$ cat src/rtl/alu_pkg.sv
// Shared ALU definitions: mode codes, sequencer state encoding and datapath width.
package alu_pkg;

  localparam int DATA_W = 8;

  localparam logic [3:0] ALU_ADD  = 4'b0000;
  localparam logic [3:0] ALU_SUB  = 4'b0001;
  localparam logic [3:0] ALU_AND  = 4'b0010;
  localparam logic [3:0] ALU_OR   = 4'b0011;
  localparam logic [3:0] ALU_XOR  = 4'b0100;
  localparam logic [3:0] ALU_SHL  = 4'b0101;
  localparam logic [3:0] ALU_SHR  = 4'b0110;
  localparam logic [3:0] ALU_MLO  = 4'b1101;
  localparam logic [3:0] ALU_MHI  = 4'b1110;
  localparam logic [3:0] ALU_SQRT = 4'b1111;

  typedef enum logic [1:0] {
    ST_IDLE    = 2'd0,
    ST_EXEC_LO = 2'd1,
    ST_EXEC_HI = 2'd2,
    ST_RESP    = 2'd3
  } seq_state_t;

endpackage

$ cat src/rtl/alu_op_sequencer.sv
// Control stage in front of the 8-bit ALU: operand registers, settle window, accumulator, 16-bit multiply.
// Define ALU_SEQ_OVERLAP_EN to accept the next command in the same cycle as the response handshake.
module alu_op_sequencer
  import alu_pkg::*;
#(
  parameter int unsigned SETTLE_CYCLES = 1,
  parameter logic [3:0]  MODE_MLO      = ALU_MLO,
  parameter logic [3:0]  MODE_MHI      = ALU_MHI
) (
  input  logic                clk,
  input  logic                reset,
  input  logic                cmd_valid,
  output logic                cmd_ready,
  input  logic [3:0]          cmd_op,
  input  logic [DATA_W-1:0]   cmd_a,
  input  logic [DATA_W-1:0]   cmd_b,
  input  logic                cmd_use_acc,
  input  logic                cmd_wide,
  output logic [DATA_W-1:0]   alu_a,
  output logic [DATA_W-1:0]   alu_b,
  output logic [3:0]          alu_mode,
  output logic                alu_ee,
  output logic                alu_eo,
  input  logic [DATA_W-1:0]   alu_out,
  input  logic                alu_carry,
  input  logic                alu_zero,
  output logic                rsp_valid,
  input  logic                rsp_ready,
  output logic [2*DATA_W-1:0] rsp_data,
  output logic                rsp_carry,
  output logic                rsp_zero,
  output logic [DATA_W-1:0]   acc
);

  localparam logic [3:0] SETTLE_LAST = 4'(SETTLE_CYCLES - 1);

  seq_state_t          state_reg, state_next;
  logic [3:0]          cnt_reg, cnt_next;
  logic                wide_reg, wide_next;
  logic [DATA_W-1:0]   lo_reg, lo_next;
  logic [DATA_W-1:0]   a_reg, a_next;
  logic [DATA_W-1:0]   b_reg, b_next;
  logic [3:0]          mode_reg, mode_next;
  logic [2*DATA_W-1:0] data_reg, data_next;
  logic                carry_reg, carry_next;
  logic                zero_reg, zero_next;
  logic [DATA_W-1:0]   acc_reg, acc_next;

  logic                can_accept;
  logic                accept;
  logic                settle_done;
  logic [DATA_W-1:0]   acc_src;
  logic [2*DATA_W-1:0] wide_result;

`ifdef ALU_SEQ_OVERLAP_EN
  assign can_accept = (state_reg == ST_IDLE) || ((state_reg == ST_RESP) && rsp_ready);
`else
  assign can_accept = (state_reg == ST_IDLE);
`endif

  assign cmd_ready   = can_accept & ~reset;
  assign accept      = cmd_valid & cmd_ready;
  assign settle_done = (cnt_reg == SETTLE_LAST);
  // In RESP the accumulator equals the response low byte; an overlapped accept takes it from there.
  assign acc_src     = (state_reg == ST_RESP) ? data_reg[DATA_W-1:0] : acc_reg;
  assign wide_result = {alu_out, lo_reg};

  assign alu_a     = a_reg;
  assign alu_b     = b_reg;
  assign alu_mode  = mode_reg;
  assign alu_ee    = (state_reg == ST_EXEC_LO) || (state_reg == ST_EXEC_HI);
  assign alu_eo    = alu_ee;
  assign rsp_valid = (state_reg == ST_RESP);
  assign rsp_data  = data_reg;
  assign rsp_carry = carry_reg;
  assign rsp_zero  = zero_reg;
  assign acc       = acc_reg;

  always_comb begin
    state_next = state_reg;
    cnt_next   = cnt_reg;
    wide_next  = wide_reg;
    lo_next    = lo_reg;
    a_next     = a_reg;
    b_next     = b_reg;
    mode_next  = mode_reg;
    data_next  = data_reg;
    carry_next = carry_reg;
    zero_next  = zero_reg;
    acc_next   = acc_reg;

    case (state_reg)
      ST_IDLE: begin
        state_next = ST_IDLE;
      end
      ST_EXEC_LO: begin
        if (settle_done) begin
          cnt_next = '0;
          if (wide_reg) begin
            lo_next    = alu_out;
            mode_next  = MODE_MHI;
            state_next = ST_EXEC_HI;
          end else begin
            data_next  = {{DATA_W{1'b0}}, alu_out};
            carry_next = alu_carry;
            zero_next  = alu_zero;
            acc_next   = alu_out;
            state_next = ST_RESP;
          end
        end else begin
          cnt_next = cnt_reg + 4'd1;
        end
      end
      ST_EXEC_HI: begin
        if (settle_done) begin
          cnt_next   = '0;
          data_next  = wide_result;
          carry_next = alu_carry;
          zero_next  = (wide_result == '0);
          acc_next   = lo_reg;
          state_next = ST_RESP;
        end else begin
          cnt_next = cnt_reg + 4'd1;
        end
      end
      ST_RESP: begin
        if (rsp_ready) begin
          state_next = ST_IDLE;
        end
      end
      default: begin
        state_next = ST_IDLE;
      end
    endcase

    // Placed last so an overlapped accept in RESP overrides the return to IDLE.
    if (accept) begin
      a_next     = cmd_use_acc ? acc_src : cmd_a;
      b_next     = cmd_b;
      mode_next  = cmd_op;
      wide_next  = cmd_wide & (cmd_op == MODE_MLO);
      cnt_next   = '0;
      state_next = ST_EXEC_LO;
    end
  end

  always_ff @(posedge clk or posedge reset) begin
    if (reset) begin
      state_reg <= ST_IDLE;
      cnt_reg   <= '0;
      wide_reg  <= 1'b0;
      lo_reg    <= '0;
      a_reg     <= '0;
      b_reg     <= '0;
      mode_reg  <= '0;
      data_reg  <= '0;
      carry_reg <= 1'b0;
      zero_reg  <= 1'b0;
      acc_reg   <= '0;
    end else begin
      state_reg <= state_next;
      cnt_reg   <= cnt_next;
      wide_reg  <= wide_next;
      lo_reg    <= lo_next;
      a_reg     <= a_next;
      b_reg     <= b_next;
      mode_reg  <= mode_next;
      data_reg  <= data_next;
      carry_reg <= carry_next;
      zero_reg  <= zero_next;
      acc_reg   <= acc_next;
    end
  end

endmodule
$ cat config.mk
export PLATFORM = sky130hd
export DESIGN_NAME = alu_op_sequencer
export DESIGN_NICKNAME = d
export VERILOG_FILES = /design/src/rtl/alu_pkg.sv /design/src/rtl/alu_op_sequencer.sv
export SDC_FILE = /design/constraint.sdc
export NUM_CORES = 1
export LEC_CHECK = 0
export ABC_AREA = 1
export CAP_MARGIN = 0
export CORE_MARGIN = 3
export CORE_UTILIZATION = 42
export DETAILED_ROUTE_END_ITERATION = 12
export PLACE_DENSITY = 0.8
export SLEW_MARGIN = 20
export SYNTH_ARGS = -nofsm -noshare
export SYNTH_HDL_FRONTEND = slang
export SYNTH_SLANG_ARGS = --single-unit
$ cat constraint.sdc
create_clock -name clk -period 1.4 [get_ports clk]
set_input_delay 0.42 -clock clk [delete_from_list [all_inputs] [get_ports clk]]
set_output_delay 0.42 -clock clk [all_outputs]
set_load 0.1 [all_outputs]
== Word level (Yosys, flattened, before mapping) ==
Index checks and enable logic that the tools add are counted.

* Register bits after elaboration: 61
* Output and inout bits: 50
* Logic and storage cells: 71
* Input port bits: 36

* Add/subtract/negate cells: 1
* Multiplexer cells: 31
* Bitwise gates (word level): 4
* Reduce and logical (&&, ||, !) cells: 14
* Eq/ne operators: 10

{| class="wikitable"
|+ Operators by type and width
! operator !! number
|-
| 16-bit two-way mux || 3
|-
| 8-bit two-way mux || 5
|-
| 16-bit case mux with 2 select lines || 1
|-
| 4-bit two-way mux || 7
|-
| 16-bit zero test || 1
|-
| 8-bit case mux with 2 select lines || 1
|-
| 2-bit nonzero test || 5
|-
| 3-bit AND reduction || 3
|-
| 2-bit two-way mux || 4
|-
| 2-bit case mux with 4 select lines || 1
|-
| 1-bit two-way mux || 7
|-
| 2-bit != test, second input constant || 3
|-
| 3-bit != test, second input constant || 2
|-
| 4-bit by 1-bit adder with 4-bit output, second input constant || 1
|-
| 2-bit equality test, second input constant || 2
|-
| 4-bit equality test, second input constant || 1
|-
| 4-bit zero test || 1
|-
| 1-bit case mux with 2 select lines || 2
|-
| 4-bit AND reduction || 1
|-
| 1-bit bitwise AND || 3
|-
| 3-bit by 1-bit != test with 1-bit output, second input constant || 1
|-
| 2-bit by 1-bit equality test with 1-bit output, second input constant || 1
|-
| 2-bit zero test || 1
|-
| 2-bit OR reduction || 1
|-
| other kinds (2) || 2
|}

== Longest topological paths before layout ==
* Word-level depth: 5
* Depth in mapped cells: 9
* Mapped depth without buffers: 9

== Worst setup path after synthesis ==
No wires, ideal clock.

* Path type: reg-to-output
* Start point: reg state_reg[0]
* End point: out cmd_ready
* Path buffers: 0
* Setup slack: -956 ps
* Arrival time: 1936 ps
* Required time: 980 ps
* Cell stages (with the launch flop): 5
* Cells stage by stage: dfrtp_1 > inv_1 > ha_1 > inv_1 > nor2_1

* Cells in the longest elaborated chain, start to end: 2

{| class="wikitable"
|+ RTL lines
! what !! line !! source
|-
| start, declared || alu_op_sequencer.sv:37 || <nowiki>seq_state_t state_reg, state_next;</nowiki>
|-
| start signal, assigned || alu_op_sequencer.sv:161 || <nowiki>state_reg <= state_next;</nowiki>
|-
| 2-bit zero test || alu_op_sequencer.sv:58 || <nowiki>assign can_accept = (state_reg == ST_IDLE);</nowiki>
|-
| 1-bit bitwise AND || alu_op_sequencer.sv:61 || <nowiki>assign cmd_ready = can_accept & ~reset;</nowiki>
|-
| end, declared || alu_op_sequencer.sv:13 || <nowiki>output logic cmd_ready,</nowiki>
|}

Every way passes these cells.

== Worst setup path after layout ==
* Start point: reg state_reg[1]
* End point: out cmd_ready

Same word-level chain as after synthesis.

==> summary by stage <==
Synthesis
Of the synthesized area, sequential elements account for 0.5012. The mean post-synth cell area is 8.536 µm². The number of warning messages in the yosys log is 0. The number of synthesized register bits is 53. After technology mapping, the gate count stands at 310. In this run, distinct cell masters in the synthesized netlist total 26.

The post-synth design cell area is around 0.0026 mm². The net count after synthesis is 352.

Clock network
CTS built an H-tree with a depth of 2. TritonCTS built the clock tree. The total CTS buffers is 5. The maximum buffer depth of the clock tree is 2. In this run the clock root is driven by a sky130_fd_sc_hd__clkbuf_8.

The number of buffers added to fix hold violations after cts is 0. The clock net in this run drives a total of 53 sinks. The clock-pin slew of the registers on the worst-case setup and hold paths is 90 ps. For the worst-skew pair, the clock arrives at the later sink with an insertion delay of 300 ps.

Routing
Summed over all layers, the routed wires come to 8520 µm. After detailed routing, the met2 layer carries approximately 4500 µm of wire. For this run, the detailed router's first-pass iteration total came to 4. Detailed routing placed a total of 445 µm of wire on met3. The initial detailed-routing violation count is 106. In the routed design, unresolved DRC markers number 0. The remaining antenna violation count is 0. After detailed routing, the average wire length per cell comes to 16.74 µm. In the final routing, the length of wire on met1 measures 3373 µm. Summing over every cut layer, the via total after detailed routing is 2,622.

Signal routing reaches up to met4. Using the TritonRoute via totals, the vias-per-cell ratio works out to 5.151.

Layout
The share of cells above drive strength 1 is 0.4470. The number of diodes added for antenna fixing is 0. The number of flip-flops under the largest register name is 16. The final standard cell count with taps included and fillers excluded is ~510. The area added between synthesis and finish is 84.87%. The number of nets in the finished design is 475. The layout has 339 filler cells.

Floorplan
The width of the die is about 85 µm. The number of top-level pins is 86. The die covers 0.007289 mm². The height of the chip is ~85 µm. The floorplan core area is 0.006026 mm². The initialized floorplan defines 28 standard-cell rows. The effective utilization at floorplan is 0.4392.

Placed design
The final weighted congestion in routability-driven placement is around 0.76. Prior to clock tree synthesis, the placed netlist has a worst setup slack of -392.9 ps. The number of placed instances, taps included, is approximately 470. The count of buffers added on input and output ports is 85. Summed over all nets, the half-perimeter wirelength after detailed placement is 4804 µm.

STA
The setup slack of the critical path after layout is -315.8 ps. At the pin with the least slew margin, the transition time is about 670 ps. Setup repair after global routing could not meet its margin everywhere.

Setup violations remaining at the end of the flow were counted as 53. Between clock sinks in the finished design, the worst skew comes to 5.441 ps. The tightest hold margin is about 530 ps.

The routed design could run at a clock period as short as 1716 ps. In the finished design, the share of the clock period the worst path needs comes to 1.226. The final number of hold-violating endpoints was 0.

The relative max-transition margin is 0.5537. The final number of max-transition violations is 0. Static timing analysis puts the maximum clock frequency at 582.8 MHz.

Worst setup path
The required time at the worst-slack endpoint is about 980 ps. The largest fanout of any net on the critical path is 3. The kind of start point of the critical path is a flop. By startpoint and endpoint, the worst setup path is classified as reg -> out.

The critical path endpoint category is an output pin. The signal arrival time at the worst endpoint is 1300 ps.

Status
The flow ran to the end, but the final reports show violations. The final reports fail on negative setup slack.

Global routing
The pin count of the biggest net entering global routing is 54. In the global route stage, overall resource usage came out at 0.2091. The initial antenna violation count came to 0. The number of global-route vias before repair is 2,596. The first global-routing pass estimated 12,280 µm of wire.

The total grt overflow is 0.

Min path
The tightest min-delay check is of the reg -> reg type.

Flow run
Across the run, the number of max-cap violations was 0.
## cell usage after synthesis
master                      n  area share
sky130_fd_sc_hd__nand2_1   97        0.14
sky130_fd_sc_hd__dfrtp_1   53        0.50
sky130_fd_sc_hd__inv_1     27       0.038
sky130_fd_sc_hd__nor2_1    24       0.034
sky130_fd_sc_hd__o21ai_2   23       0.076
sky130_fd_sc_hd__o21ai_0   16       0.030
sky130_fd_sc_hd__o21ai_1   15       0.028
sky130_fd_sc_hd__buf_4      9       0.026
sky130_fd_sc_hd__inv_2      7      0.0099
sky130_fd_sc_hd__buf_2      6       0.011
sky130_fd_sc_hd__ha_1       6       0.028
sky130_fd_sc_hd__nand3_1    5      0.0095
sky130_fd_sc_hd__buf_6      4       0.017
sky130_fd_sc_hd__a21oi_1    2      0.0038
sky130_fd_sc_hd__nand2_4    2      0.0085
sky130_fd_sc_hd__nand3b_1   2      0.0057
sky130_fd_sc_hd__nor2_4     2      0.0085
sky130_fd_sc_hd__nor3_1     2      0.0038
sky130_fd_sc_hd__a21oi_2    1      0.0033
sky130_fd_sc_hd__clkbuf_1   1      0.0014
sky130_fd_sc_hd__nand2_2    1      0.0024
sky130_fd_sc_hd__nand3_2    1      0.0038
sky130_fd_sc_hd__nor2_2     1      0.0024
sky130_fd_sc_hd__o22ai_1    1      0.0024
sky130_fd_sc_hd__xnor2_1    1      0.0033
sky130_fd_sc_hd__xor2_1     1      0.0033
## layout by cell type (no fill, tap or decap), types with 3 or more instances in the layout
cell | synthesis | layout
sky130_fd_sc_hd__nor2_1 | 24 | 19
sky130_fd_sc_hd__nand3_1 | 5 | 4
sky130_fd_sc_hd__buf_4 | 9 | 28
sky130_fd_sc_hd__inv_1 | 27 | 23
sky130_fd_sc_hd__nand2_8 | 0 | 4
sky130_fd_sc_hd__nor2_2 | 1 | 3
sky130_fd_sc_hd__nand2_1 | 97 | 72
sky130_fd_sc_hd__o21ai_1 | 15 | 19
sky130_fd_sc_hd__inv_2 | 7 | 6
sky130_fd_sc_hd__nand2_4 | 2 | 7
sky130_fd_sc_hd__o21ai_2 | 23 | 23
sky130_fd_sc_hd__buf_16 | 0 | 3
sky130_fd_sc_hd__nand2_2 | 1 | 20
sky130_fd_sc_hd__nor2_4 | 2 | 5
sky130_fd_sc_hd__ha_4 | 0 | 4
sky130_fd_sc_hd__o21ai_0 | 16 | 12
sky130_fd_sc_hd__buf_6 | 4 | 7
sky130_fd_sc_hd__dfrtp_1 | 53 | 44
sky130_fd_sc_hd__dfrtp_4 | 0 | 8
sky130_fd_sc_hd__clkdlybuf4s50_1 | 0 | 34
sky130_fd_sc_hd__clkbuf_8 | 0 | 5
sky130_fd_sc_hd__buf_12 | 0 | 56
## area by class of cell
class,instances,area [µm²],area share
Clock buffer,7,76.32,0.01560
Clock inverter,1,7.507,0.001535
Inverter,34,152.6,0.03120
Multi-Input combinational cell,207,1318,0.2693
Sequential cell,53,1358,0.2775
Tap cell,75,93.84,0.01918
Timing Repair Buffer,131,1882,0.3847
Timing Repair inverter,1,5.005,0.001023
## metrics by stage
step,cell area [µm²],setup TNS (ps),util
detailed placement,4165,-21830,0.6912
global placement,4165,-19450,0.6912
finish,4892,-6034,0.8119
global route,4892,-8927,0.8119
CTS,4683,-6432,0.7772
floorplan,2719,-305.2,-
## layer usage
layer	vias to the layer above	track usage
li1	1217	-
met1	1277	0.2585
met2	105	0.3722
met3	23	0.03786
met4	0	0.05899
met5	-	0
## worst max-delay path, stage by stage (launching register included)
cell	delay, ps
sky130_fd_sc_hd__dfrtp_1	430
sky130_fd_sc_hd__inv_2	100
sky130_fd_sc_hd__ha_4	140
sky130_fd_sc_hd__inv_2	40
sky130_fd_sc_hd__nor2_4	100
sky130_fd_sc_hd__buf_12	180
## timing repair
item,4_1_cts,5_1_grt
endpoints found under the setup margin,53,73
gates cloned,5,4
buffers inserted,18,13
pin swaps,10,17
gates resized for setup,45,38
## kinds of logic after synthesis
| kind of cell | after synthesis | share of synthesized area |
|---|---|---|
| compound gates | 58 | 0.1442 |
| xor+xnor | 2 | 0.006621 |
| fa+ha+maj | 6 | 0.02837 |
| buf+inv | 54 | 0.1035 |
| flops | 53 | 0.5012 |
| simple gates | 137 | 0.2161 |
## path summary, 6_finish.rpt
kind,endpoint,slack (ps),cells past startpoint,from
max in group asynchronous,rsp_data[0],290,3,reset
worst min register to register,lo_reg[0],530,2,lo_reg[0]
worst max register to register,rsp_data[5],-190,10,state_reg[1]
min in group asynchronous,rsp_data[11],610,3,reset
worst min-delay path,lo_reg[0],530,2,lo_reg[0]
worst max-delay path,cmd_ready,-320,5,state_reg[1]
Power is left out: the tool's default activity adds up to more than one toggle a clock period on the data nets, which glitch-free logic cannot reach.
